===== config.mk =====
export PLATFORM = sky130hd
export DESIGN_NAME = mac_cmd_rx
export DESIGN_NICKNAME = d
export VERILOG_FILES = /design/src/rtl/mac_cmd_rx.sv
export SDC_FILE = /design/constraint.sdc
export NUM_CORES = 1
export LEC_CHECK = 0
export ABC_AREA = 1
export CORE_MARGIN = 1
export CORE_UTILIZATION = 49
export DETAILED_ROUTE_END_ITERATION = 16
export PLACE_DENSITY = 0.77
export SLEW_MARGIN = 20
export SYNTH_ARGS = -nofsm -noshare
export SYNTH_HDL_FRONTEND = slang
export SYNTH_SLANG_ARGS = --single-unit

===== constraint.sdc =====
create_clock -name clk -period 1.37 [get_ports clk]
set_input_delay 0.274 -clock clk [delete_from_list [all_inputs] [get_ports clk]]
set_output_delay 0.274 -clock clk [all_outputs]
set_load 0.02 [all_outputs]

===== src/rtl/mac_cmd_rx.sv =====
// Host command receiver feeding the NxN MAC systolic-array FSM.
// Parses header+payload byte frames into registered data_v/mode/rst_addr/data strobes.
module mac_cmd_rx #(
    parameter int N     = 2,
    parameter int NN    = N * N,
    parameter int W     = 8,
    parameter int LEN_W = W - 2
) (
    input  logic         clk,
    input  logic         rst,
    input  logic         ena,
    input  logic         in_valid_i,
    output logic         in_ready_o,
    input  logic [W-1:0] in_data_i,
    output logic         data_v_o,
    output logic         data_mode_o,
    output logic         data_rst_addr_o,
    output logic [W-1:0] data_o,
    output logic         busy_o,
    output logic         err_o
);

    typedef enum logic {
        IDLE    = 1'b0,
        PAYLOAD = 1'b1
    } state_t;

    localparam logic [1:0] OP_DATA    = 2'b00;
    localparam logic [1:0] OP_WEIGHT  = 2'b01;
    localparam logic [1:0] OP_RSTADDR = 2'b10;

    localparam logic [LEN_W:0] ONE_L = {{LEN_W{1'b0}}, 1'b1};
    localparam logic [LEN_W:0] NN_L  = NN[LEN_W:0];

    state_t         state_r, state_next_s;
    logic [LEN_W:0] remaining_r, remaining_next_s;
    logic [LEN_W:0] widx_r, widx_next_s;
    logic           mode_r, mode_next_s;
    logic           err_r, err_next_s;

    logic           data_v_r, data_v_next_s;
    logic           data_mode_r, data_mode_next_s;
    logic           data_rst_addr_r, data_rst_addr_next_s;
    logic [W-1:0]   data_r, data_next_s;
    logic           busy_r;

    logic           accept_s;
    logic [1:0]     op_s;
    logic [LEN_W:0] len_plus1_s;

    assign in_ready_o  = ena;
    assign accept_s    = in_valid_i & ena;
    assign op_s        = in_data_i[W-1:W-2];
    assign len_plus1_s = {1'b0, in_data_i[LEN_W-1:0]} + ONE_L;

    // Frame decode, weight policing and next output values
    always_comb begin
        state_next_s         = state_r;
        remaining_next_s     = remaining_r;
        widx_next_s          = widx_r;
        mode_next_s          = mode_r;
        err_next_s           = err_r;
        data_v_next_s        = 1'b0;
        data_rst_addr_next_s = 1'b0;
        data_mode_next_s     = data_mode_r;
        data_next_s          = data_r;

        if (accept_s) begin
            case (state_r)
                IDLE: begin
                    case (op_s)
                        OP_DATA: begin
                            state_next_s     = PAYLOAD;
                            remaining_next_s = len_plus1_s;
                            mode_next_s      = 1'b0;
                        end
                        OP_WEIGHT: begin
                            state_next_s     = PAYLOAD;
                            remaining_next_s = len_plus1_s;
                            mode_next_s      = 1'b1;
                            widx_next_s      = {(LEN_W+1){1'b0}};
                        end
                        OP_RSTADDR: begin
                            data_v_next_s        = 1'b1;
                            data_rst_addr_next_s = 1'b1;
                            data_mode_next_s     = 1'b0;
                            data_next_s          = {W{1'b0}};
                            err_next_s           = 1'b0;
                        end
                        default: begin
                            state_next_s = IDLE;
                        end
                    endcase
                end
                PAYLOAD: begin
                    remaining_next_s = remaining_r - ONE_L;
                    if (remaining_r == ONE_L) begin
                        state_next_s = IDLE;
                    end else begin
                        state_next_s = PAYLOAD;
                    end
                    // Weights beyond one full array load are swallowed and flagged
                    if (mode_r && (widx_r >= NN_L)) begin
                        err_next_s = 1'b1;
                    end else begin
                        data_v_next_s    = 1'b1;
                        data_mode_next_s = mode_r;
                        data_next_s      = in_data_i;
                        if (mode_r) begin
                            widx_next_s = widx_r + ONE_L;
                        end else begin
                            widx_next_s = widx_r;
                        end
                    end
                end
                default: begin
                    state_next_s = IDLE;
                end
            endcase
        end else begin
            state_next_s = state_r;
        end
    end

    // State, counters and registered outputs
    always_ff @(posedge clk or posedge rst) begin
        if (rst) begin
            state_r         <= IDLE;
            remaining_r     <= {(LEN_W+1){1'b0}};
            widx_r          <= {(LEN_W+1){1'b0}};
            mode_r          <= 1'b0;
            err_r           <= 1'b0;
            data_v_r        <= 1'b0;
            data_mode_r     <= 1'b0;
            data_rst_addr_r <= 1'b0;
            data_r          <= {W{1'b0}};
            busy_r          <= 1'b0;
        end else begin
            state_r         <= state_next_s;
            remaining_r     <= remaining_next_s;
            widx_r          <= widx_next_s;
            mode_r          <= mode_next_s;
            err_r           <= err_next_s;
            data_v_r        <= data_v_next_s;
            data_mode_r     <= data_mode_next_s;
            data_rst_addr_r <= data_rst_addr_next_s;
            data_r          <= data_next_s;
            busy_r          <= (state_next_s == PAYLOAD);
        end
    end

    assign data_v_o        = data_v_r;
    assign data_mode_o     = data_mode_r;
    assign data_rst_addr_o = data_rst_addr_r;
    assign data_o          = data_r;
    assign busy_o          = busy_r;
    assign err_o           = err_r;

endmodule


## Yosys cells after proc, flatten, opt, wreduce, memory -nomap -nowiden

Cells that the tools add are included.

- Memories kept: 0
- Output and inout port bits: 14
- RAM bits: 0
- Bits in read-only memories: 0
- Input bits: 12
- Flip-flop bits (word level): 28
- Word-level logic and storage cells: 57
- Latch bits: 0

- Order comparisons: 1
- Bitwise gates (word level): 2
- Shift-type cells: 0
- Add/sub/neg operators: 3
- Reduce and logical (&&, ||, !) cells: 9
- Equality and inequality tests: 9
- $mul: 0
- Div/mod/pow operators: 0
- Muxes and demuxes: 24

Operator list:

| cell | count |
|---|---|
| $mux W7 | 4 |
| $pmux W7 S2 | 2 |
| $mux W8 | 2 |
| $pmux W8 S2 | 1 |
| $mux W1 | 10 |
| $pmux W1 S2 | 5 |
| $reduce_and A3 Y1 | 3 |
| $add A6 B1 Y7 const B | 1 |
| $add A7 B1 Y7 const B | 1 |
| $eq A7 B1 Y1 const B | 1 |
| $ge A7 B3 Y1 const B | 1 |
| $sub A7 B1 Y7 const B | 1 |
| $ne A2 B1 Y1 const B | 3 |
| $ne A2 B2 Y1 const B | 3 |
| $reduce_and A4 Y1 | 1 |
| $eq A2 B1 Y1 const B | 1 |
| $eq A2 B2 Y1 const B | 1 |
| $logic_not A2 Y1 | 1 |
| $reduce_and A2 Y1 | 1 |
| $reduce_bool A2 Y1 | 1 |
| $reduce_or A2 Y1 | 1 |
| $and A1 B1 Y1 | 1 |
| $logic_and A1 B1 Y1 | 1 |
| $not A1 Y1 | 1 |

## Longest topological paths before layout

- Depth in word-level cells: 5
- Depth in mapped cells: 8
- Mapped depth without buffers: 8

## Worst setup path before layout

Ideal clock, no wire load.

- Path type: register to register
- Start point: reg, netlist name busy_o
- End point: reg remaining_r[2]
- Arrival time: 1.124 ns
- Period minus slack after synthesis: 1.250 ns
- Cell stages (with the launch flop): 7
- Setup slack: 0.120 ns
- Setup time: 0.126 ns
- Path buffers: 1
- Data required time: 1.244 ns
- Cells stage by stage: dfrtp_1 buf_6 inv_6 a21oi_4 inv_2 a21oi_1 o21ai_0

RTL lines:

| item | line | source |
|---|---|---|
| end signal, assigned | 129 | `remaining_r <= {(LEN_W+1){1'b0}};` |
| end signal, assigned | 140 | `remaining_r <= remaining_next_s;` |
| end, declared | 36 | `logic [LEN_W:0] remaining_r, remaining_next_s;` |

==> run summary <==
status = finished, violations left
failing checks = design-rule violations
root buffer cell = clkbuf_4
Hold Vio Cnt, Final = 0
most frequent cells after synthesis = nand2_1 (45), dfrtp_1 (28), nand3_1 (22)
H-tree Lvls = 1
asr flop ratio synth = 1.000
GR Overflow Total = 0
initial antenna violation count = 0
Slew @ Worst Pin = 0.2867 ns
multi-input logic area = 724.4 sq um
Mapped Area = 1511 sq um
largest delay contributor family on the critical path = simple AND/OR/NAND/NOR gates
EDFF count, synth = 0
synthesis warning total = 0
Bufs and invs on worst path = 1
Synth top area share = 0.4636
kind of critical path = flip-flop to flip-flop
Routed WL = 3400 microns
Max Fclk = 0.7460 GHz
cts bufs inserted = 3
min Tclk post-route = 1.341 ns
Max Buffers Root-to-Sink = 2
Worst Slack Setup Final = 0.02947 ns
post-DP HPWL = 2441 microns
Wirelength per Cell = 12.98 microns
pin count of the biggest net entering global routing = 29
Yosys cell types = 26
Lkg Pwr = 1.017 nW
register area = 700.7 sq um
DRC = 2
worst relative slew slack = 0.8083
Max-cap violations = 0
Yosys reg bits = 28
CP Cell Sequence = buf_12 -> nor2_2 -> nand2_1 -> nand2_2 -> nand2_2 -> nand2_1 -> o21ai_0
P&R area growth vs syn = 33.20%
# hold bufs at CTS = 0
Starting DRT DRC Count = 67
top cell type by total area after synthesis = dfrtp_1
RD Place Congestion = 0.8400
Post-Syn Instances = 185
largest vdd supply drop = 888.1 uV
Worst Path Max Fanout = 6
commonest register cell after synthesis = dfrtp_1
via count = 1419
worst-skew pair later-pin latency = 0.33 ns
CTS sink cnt = 28
antenna viol nets, final = 0
Critical-path top delay cell = dfrtp_1
Initial Util = 0.5343
Post-Layout Inst Area = 2013 sq um
CTS tree = done
Worst Hold Class = primary input to async pin
Die H = 57.54 microns
Hold Worst Slack = 0.2629 ns
crit-path max cell delay = 0.44 ns
Die X-Extent = 57.54 microns
Avg Cell Area, Syn = 8.170 sq um
non-filler cells, final = 262
CORE AREA = 2829 sq um
Antenna diodes = 0
Place WS = -0.2799 ns
worst clock skew = 0.005187 ns
Slew Limit Fails = 0
fraction of layout cells with a size suffix above 1 = 0.1861
iteration count of the initial detailed-routing pass = 12
Syn Nets = 202
die area = 3311 sq um
final core utilization = 0.7116
Post-Place Cell Area = 1907 sq um
most common cell in the netlist = nand2_1
CP Data Required Time = 1.60 ns
endpoint class of the critical path = flip-flop
vias in the first global route = 1335
first-pass GRT wire length = 5740 microns
placed cells = 251
Core Rows = 19
clk slew on worst S/H paths = 0.15 ns
period utilization = 0.9785
Worst Path Arrival = 1.57 ns
fill cell count = 205
Synth area leaders = dfrtp_1 (46%), nand2_1 (11%), nand3_1 (7.3%)
Setup violations, final = 0
# IOs = 26
RSZ-0062 raised after global routing = true
IO buf count = 25
sequential area share after synthesis = 0.4636
Total GRT Usage = 0.2230
Vias/cell = 5.416
PD cells = 1854 nW/um^2
fin nets = 249
Worst setup SP type = flip-flop
## path summary, 6_finish.rpt
kind	from	end	slack [ns]	cells after the start
max	busy_o	widx_r[0]	0.03	7
min	rst	data_v_o	0.26	3
max reg2reg	busy_o	widx_r[0]	0.03	7
min reg2reg	data_o[3]	data_o[3]	0.51	2
max in group asynchronous	rst	err_o	0.96	3
min in group clk	data_o[3]	data_o[3]	0.51	2
## power breakdown
group	leakage, nW	internal, mW	switching [mW]
combinational	0.643	0.838	1.13
clock	0.0210	0.163	0.247
sequential	0.353	1.12	0.236
## state kept, by name, indices dropped and copies added (netlist names)
name	count
err_o	1
widx_r	7
data_o	8
data_rst_addr_o	1
mode_r	1
busy_o	1
remaining_r	7
data_v_o	1
data_mode_o	1
## worst reg2reg max path, cell delays in order, from the launching register on
cell and delay, ns:
dfrtp_1 0.44, buf_12 0.15, nor2_2 0.15, nand2_1 0.13
nand2_2 0.13, nand2_2 0.10, nand2_1 0.07, o21ai_0 0.08
## cells by family after synthesis
family,count (synthesis),share of synthesized area
buffers and inverters,24,0.07368
xor gates and xnor gates,4,0.02318
and+or+nand+nor,102,0.3071
AOI/OAI and AO/OA,22,0.09106
DFF,28,0.4636
adders and majority gates,5,0.04139
## routing by layer
| metal | track usage | up-vias | part of all wire |
|---|---|---|---|
| li1 | - | 709 | - |
| met5 | 0 | - | 0 |
| met2 | 0.4003 | 37 | 0.53 |
| met4 | 0.08014 | 0 | 0.0029 |
| met1 | 0.2738 | 671 | 0.43 |
| met3 | 0.02721 | 2 | 0.039 |
## layout by cell type (no fill, tap or decap), drive strengths merged
master	instances
dfrtp	28
o211ai	1
o21ai	13
inv	17
nor2	15
nor3	2
a21oi	4
clkdlybuf4s15	8
nand4	13
clkbuf	6
clkdlybuf4s50	11
dlygate4sd2	4
xor2	2
buf	23
ha	5
or2	1
xnor2	2
clkinv	1
nand3	23
nand2	48
a21boi	4
## area by class of cell
type / count / area share
Multi-Input combinational cell: 133 / 0.3599
Sequential cell: 28 / 0.3480
Clock buffer: 4 / 0.01802
Tap cell: 31 / 0.01927
Timing Repair Buffer: 48 / 0.2150
Inverter: 18 / 0.03978
## stage by stage
step / power [mW] / setup TNS [ns]
3_3_place_gp: 3.112 / -4.092
6_report: 3.732 / 0
5_1_grt: 4.032 / -0.2085
4_1_cts: 3.517 / 0
3_5_place_dp: 3.223 / -5.148
2_1_floorplan: 2.508 / 0
## repair_timing
action                                  4_1_cts  5_1_grt
pin swaps                                     0        3
endpoints found under the setup margin       14       17
setup buffers                                 0        8
resized for setup                            16       18
Note: power is estimated with default switching activity, not from simulation.
==> RTL edit 1, RTL diff (same flow settings) <==
The parameter `W` goes from 8 to 6.
--- a/src/rtl/mac_cmd_rx.sv
+++ b/src/rtl/mac_cmd_rx.sv
@@ -3,7 +3,7 @@
 module mac_cmd_rx #(
     parameter int N     = 2,
     parameter int NN    = N * N,
-    parameter int W     = 8,
+    parameter int W     = 6,
     parameter int LEN_W = W - 2
 ) (
     input  logic         clk,
Ports: changed (resized data_o and in_data_i); port bits go from 26 to 22. No check against the original RTL was run, so the function may have changed too.
==> RTL edit 1 against the unedited design <==
- core utilization is 2.6 points lower
- sequential cell count is 6 lower
- synthesized area is 18% lower
- final area is 22% lower
- routed wire length is 29% lower
- combinational power is 25% lower
- count of clock-buffer cells in the layout is 1 lower
- worst setup slack better by 0.0027 ns
- critical path depth is 5 lower
- non-clock buffer count is 15 lower
- clock skew is 0.0076 ns higher
- hold slack better by 0.0019 ns
- total power is 19% lower
==> RTL edit 1: results (changes against the unedited design) <==
* Status: completed
* Layout cells sized above 1 at 20.8% (+2.2 points)
* Post-route clock skew at 0.0128 ns (+0.00761 ns)
* Max incr delay on CP at 0.48 ns (+0.04 ns)
* Post-DP HPWL at 1.83 mm (-25%)
* P_leak at 0.825 nW (-19%)
* Routability congestion estimate at 0.901 (+7.3%)
* Mapped Cells at 145 (-22%)
* Worst vdd ir at 1.32 mV (+48%)
* Crit path DAT at 1.06 ns (-0.51 ns)
* Commonest cells post-synth: 30 x nand2_1, 24 x nand3_1, 22 x dfrtp_1, 14 x inv_1, 8 x nor2_1
* DR pass1 iterations at 5 (-7)
* Dpl ws at -0.264 ns (+0.0157 ns)
* ANT cells at 0 (unchanged)
* Largest register FFs at 6 (-2)
* Fill cells at 185 (-9.8%)
* Placed Cells at 202 (-20%)
* Xor and xnor fraction of the mapped netlist area at 1.42% (-0.90 points)
* PD cells at 1930 nW/um^2 (+4.0%)
* Largest net degree at the start of global routing at 23 (-21%)
* All-Layer GR Usage at 20.7% (-1.6 points)
* Final nets at 194 (-22%)
* Vias per cell at 5.15 (-4.9%)
* Global-route wire length before repair at 4.11 mm (-28%)
* Synth unique cells at 26 (unchanged)
* CP max-delay cell: clkdlybuf4s50_1
* Top Family by Delay on Critical Path: buffers and inverters
* Vias in the first global route at 984 (-26%)
* Seq pwr share at 35.3% (-1.1 points)
* Area after DPL at 1530 um^2 (-20%)
* Synth Area in Adders at 5.07% (+0.93 points)
* PostCTS Resize Cnt at 12 (-4)
* Initial DRC count at 26 (-61%)
* Combinational power at 1.47 mW (-25%)
* Synth Area in Compound Gates at 6.28% (-2.8 points)
* Sequential cell area fraction in the yosys report at 44.6% (-1.8 points)
* Top cells by area, synth: dfrtp_1 45%, nand3_1 9.7%, nand2_1 9.1%
* Worst Path Max Fanout at 2 (-4)
* Clock slew at reported path FFs at 0.13 ns (-0.02 ns)
* Syn_nets at 160 (-21%)
* DR WL/cell at 11.7 um (-9.7%)
* Port Buffers at 21 (-16%)
* Fin cells at 206 (-21%)
* H-tree levels at 1 (unchanged)
* Tightest Pin Transition at 0.303 ns (+0.0163 ns)
* Sw Ratio at 42.2% (-0.95 points)
[RTL edit 1: final timing paths]
check                                                start                          to  slack [ns]  cells after the start
worst max-delay path                                   ena                  in_ready_o        0.03                      2
worst min-delay path                                   rst   data_rst_addr_o$_DFF_PP0_        0.26                      3
worst max register to register  remaining_r[0]$_DFFE_PP0P_  remaining_r[4]$_DFFE_PP0P_        0.08                      6
worst min register to register     data_mode_o$_DFFE_PP0P_     data_mode_o$_DFFE_PP0P_        0.51                      2
max in group asynchronous                              rst       data_o[0]$_DFFE_PP0P_        0.87                      3
min in group clk                   data_mode_o$_DFFE_PP0P_     data_mode_o$_DFFE_PP0P_        0.51                      2
[RTL edit 1: kinds of logic (layout without fill, tap and decap cells)]
family | after synthesis | count (layout)
DFF | 22 | 22
and+or+nand+nor | 80 | 80
xor gates and xnor gates | 2 | 2
adders and majority gates | 5 | 5
AOI/OAI and AO/OA | 13 | 13
buffers and inverters | 23 | 56
[RTL edit 1: cell type report]
class | count | area, um^2 | share of cell area [%]
tap | 28 | 35.0 | 2.22
sequential | 22 | 551 | 34.9
clock buffer | 3 | 22.5 | 1.43
inverter | 19 | 73.8 | 4.69
multi-input combinational | 100 | 576 | 36.5
timing repair buffer | 33 | 288 | 18.3
clock inverter | 1 | 30.0 | 1.91
[RTL edit 1: per-layer routing]
| metal | vias up | wire, um | track usage, % |
|---|---|---|---|
| met5 | - | 0 | 0 |
| met4 | 0 | 59 | 10.5 |
| met3 | 7 | 149 | 3.19 |
| met2 | 38 | 1140 | 35.3 |
| met1 | 480 | 1070 | 25.1 |
| li1 | 536 | - | - |
==> RTL edit 2, RTL diff (same flow settings) <==
Made on the original files. Register the output `err_o` once more, cleared by the reset; this adds one clock of latency there. The other outputs are not delayed to match.
--- a/src/rtl/mac_cmd_rx.sv
+++ b/src/rtl/mac_cmd_rx.sv
@@ -154,7 +154,13 @@
     assign data_rst_addr_o = data_rst_addr_r;
     assign data_o          = data_r;
     assign busy_o          = busy_r;
-    assign err_o           = err_r;
+    always_ff @(posedge clk or posedge rst) begin
+        if (rst) begin
+            err_o <= '0;
+        end else begin
+            err_o <= err_r;
+        end
+    end
 
 endmodule
 
Formal check against the unedited RTL: not equivalent (Yosys sat finds a counterexample within 10 cycles, from zero or initial values and one cycle with rst high).
==> RTL edit 2 against the unedited design <==
- the run still ends with design-rule violations left
- hold slack gained 0.026 ns
- sequential cell count rose by 1
- routed wire length down 0.76%
- count of clock-buffer cells in the layout is 3 higher
- critical path type is now input pin to output pin
- synthesized cell count rose by 0.54%
- final area is 0.12% higher
- total power increased by 5.9%
- worst setup slack improved by 0.016 ns
- largest power group unchanged
- synthesized area grew 1.7%
- combinational power fell by 7%
- global-route usage grew 0.96 points
==> RTL edit 2: results (changes against the unedited design) <==
* Status: finished, violations left
* Failing checks: design-rule violations
* Synth Area in Adders at 4.07% (-0.067 points)
* Met1 Resource Use GR at 27.2% (-0.20 points)
* Worst vdd ir at 1.13 mV (+28%)
* Worst Path Max Fanout at 2 (-4)
* Commonest cells post-synth: 45 x nand2_1, 29 x dfrtp_1, 22 x nand3_1, 16 x inv_1, 14 x nor2_1
* Synth Area in Compound Gates at 8.96% (-0.15 points)
* Post-DP HPWL at 2.52 mm (+3.3%)
* Fill cells at 223 (+8.8%)
* Multi-input gate share of total cell area at 34.8% (-1.2 points)
* PostCTS Resize Cnt at 15 (-1)
* Sw Ratio at 40.7% (-2.4 points)
* DRC viols at 3 (+1)
* Clock slew at reported path FFs at 0.09 ns (-0.06 ns)
* Final wirelength at 3.37 mm (-0.76%)
* Top Family by Delay on Critical Path: buffers and inverters
* Initial DRC count at 56 (-16%)
* Top cells by area, synth: dfrtp_1 47%, nand2_1 11%, nand3_1 7.2%
* All-Layer GR Usage at 23.3% (+0.96 points)
* GRT met3 Usage at 7.37% (+4.6 points)
* Crit path DAT at 1.05 ns (-0.52 ns)
* Sequential cell area fraction in the yosys report at 47.2% (+0.87 points)
* Max incr delay on CP at 0.47 ns (+0.03 ns)
* Final worst-path cycle share at 96.7% (-1.2 points)
* Layout cells sized above 1 at 16.0% (-2.6 points)
* P_leak at 1.03 nW (+1.7%)
* Global-route wire length before repair at 5.93 mm (+3.3%)
* CP Launch Point: ena
* Number of non-clock buffers at 43 (-10%)
[RTL edit 2: cell count changes after synthesis, sizes merged]
| cell | delta |
|---|---|
| dfrtp | +1 |
[RTL edit 2: cell families after synthesis]
kind of cell | after synthesis
AND/OR/NAND/NOR | 102
flip-flops | 29
buffers and inverters | 24
AO/OA/AOI/OAI | 22
adder cells (fa/ha/maj) | 5
XOR/XNOR | 4
[RTL edit 2: worst register-to-register path, delay by kind of cell, from the launching register on]
kind | cells | cell delay (ns)
flops | 1 | 0.43
buf+inv | 1 | 0.15
simple gates | 5 | 0.52
compound gates | 1 | 0.07
[RTL edit 2: stage by stage]
step	total power, mW	util (%)	std cells	area (um^2)	hold slack [ns]
final	3.95	70.7	262	2020	0.289
after detailed placement	3.26	67.2	250	1920	0.371
after CTS	3.89	69.6	258	1990	0.290
after floorplan	2.56	-	186	1540	0.352
after global routing	4.27	70.7	262	2020	0.311
after global placement	3.15	67.2	250	1920	0.363
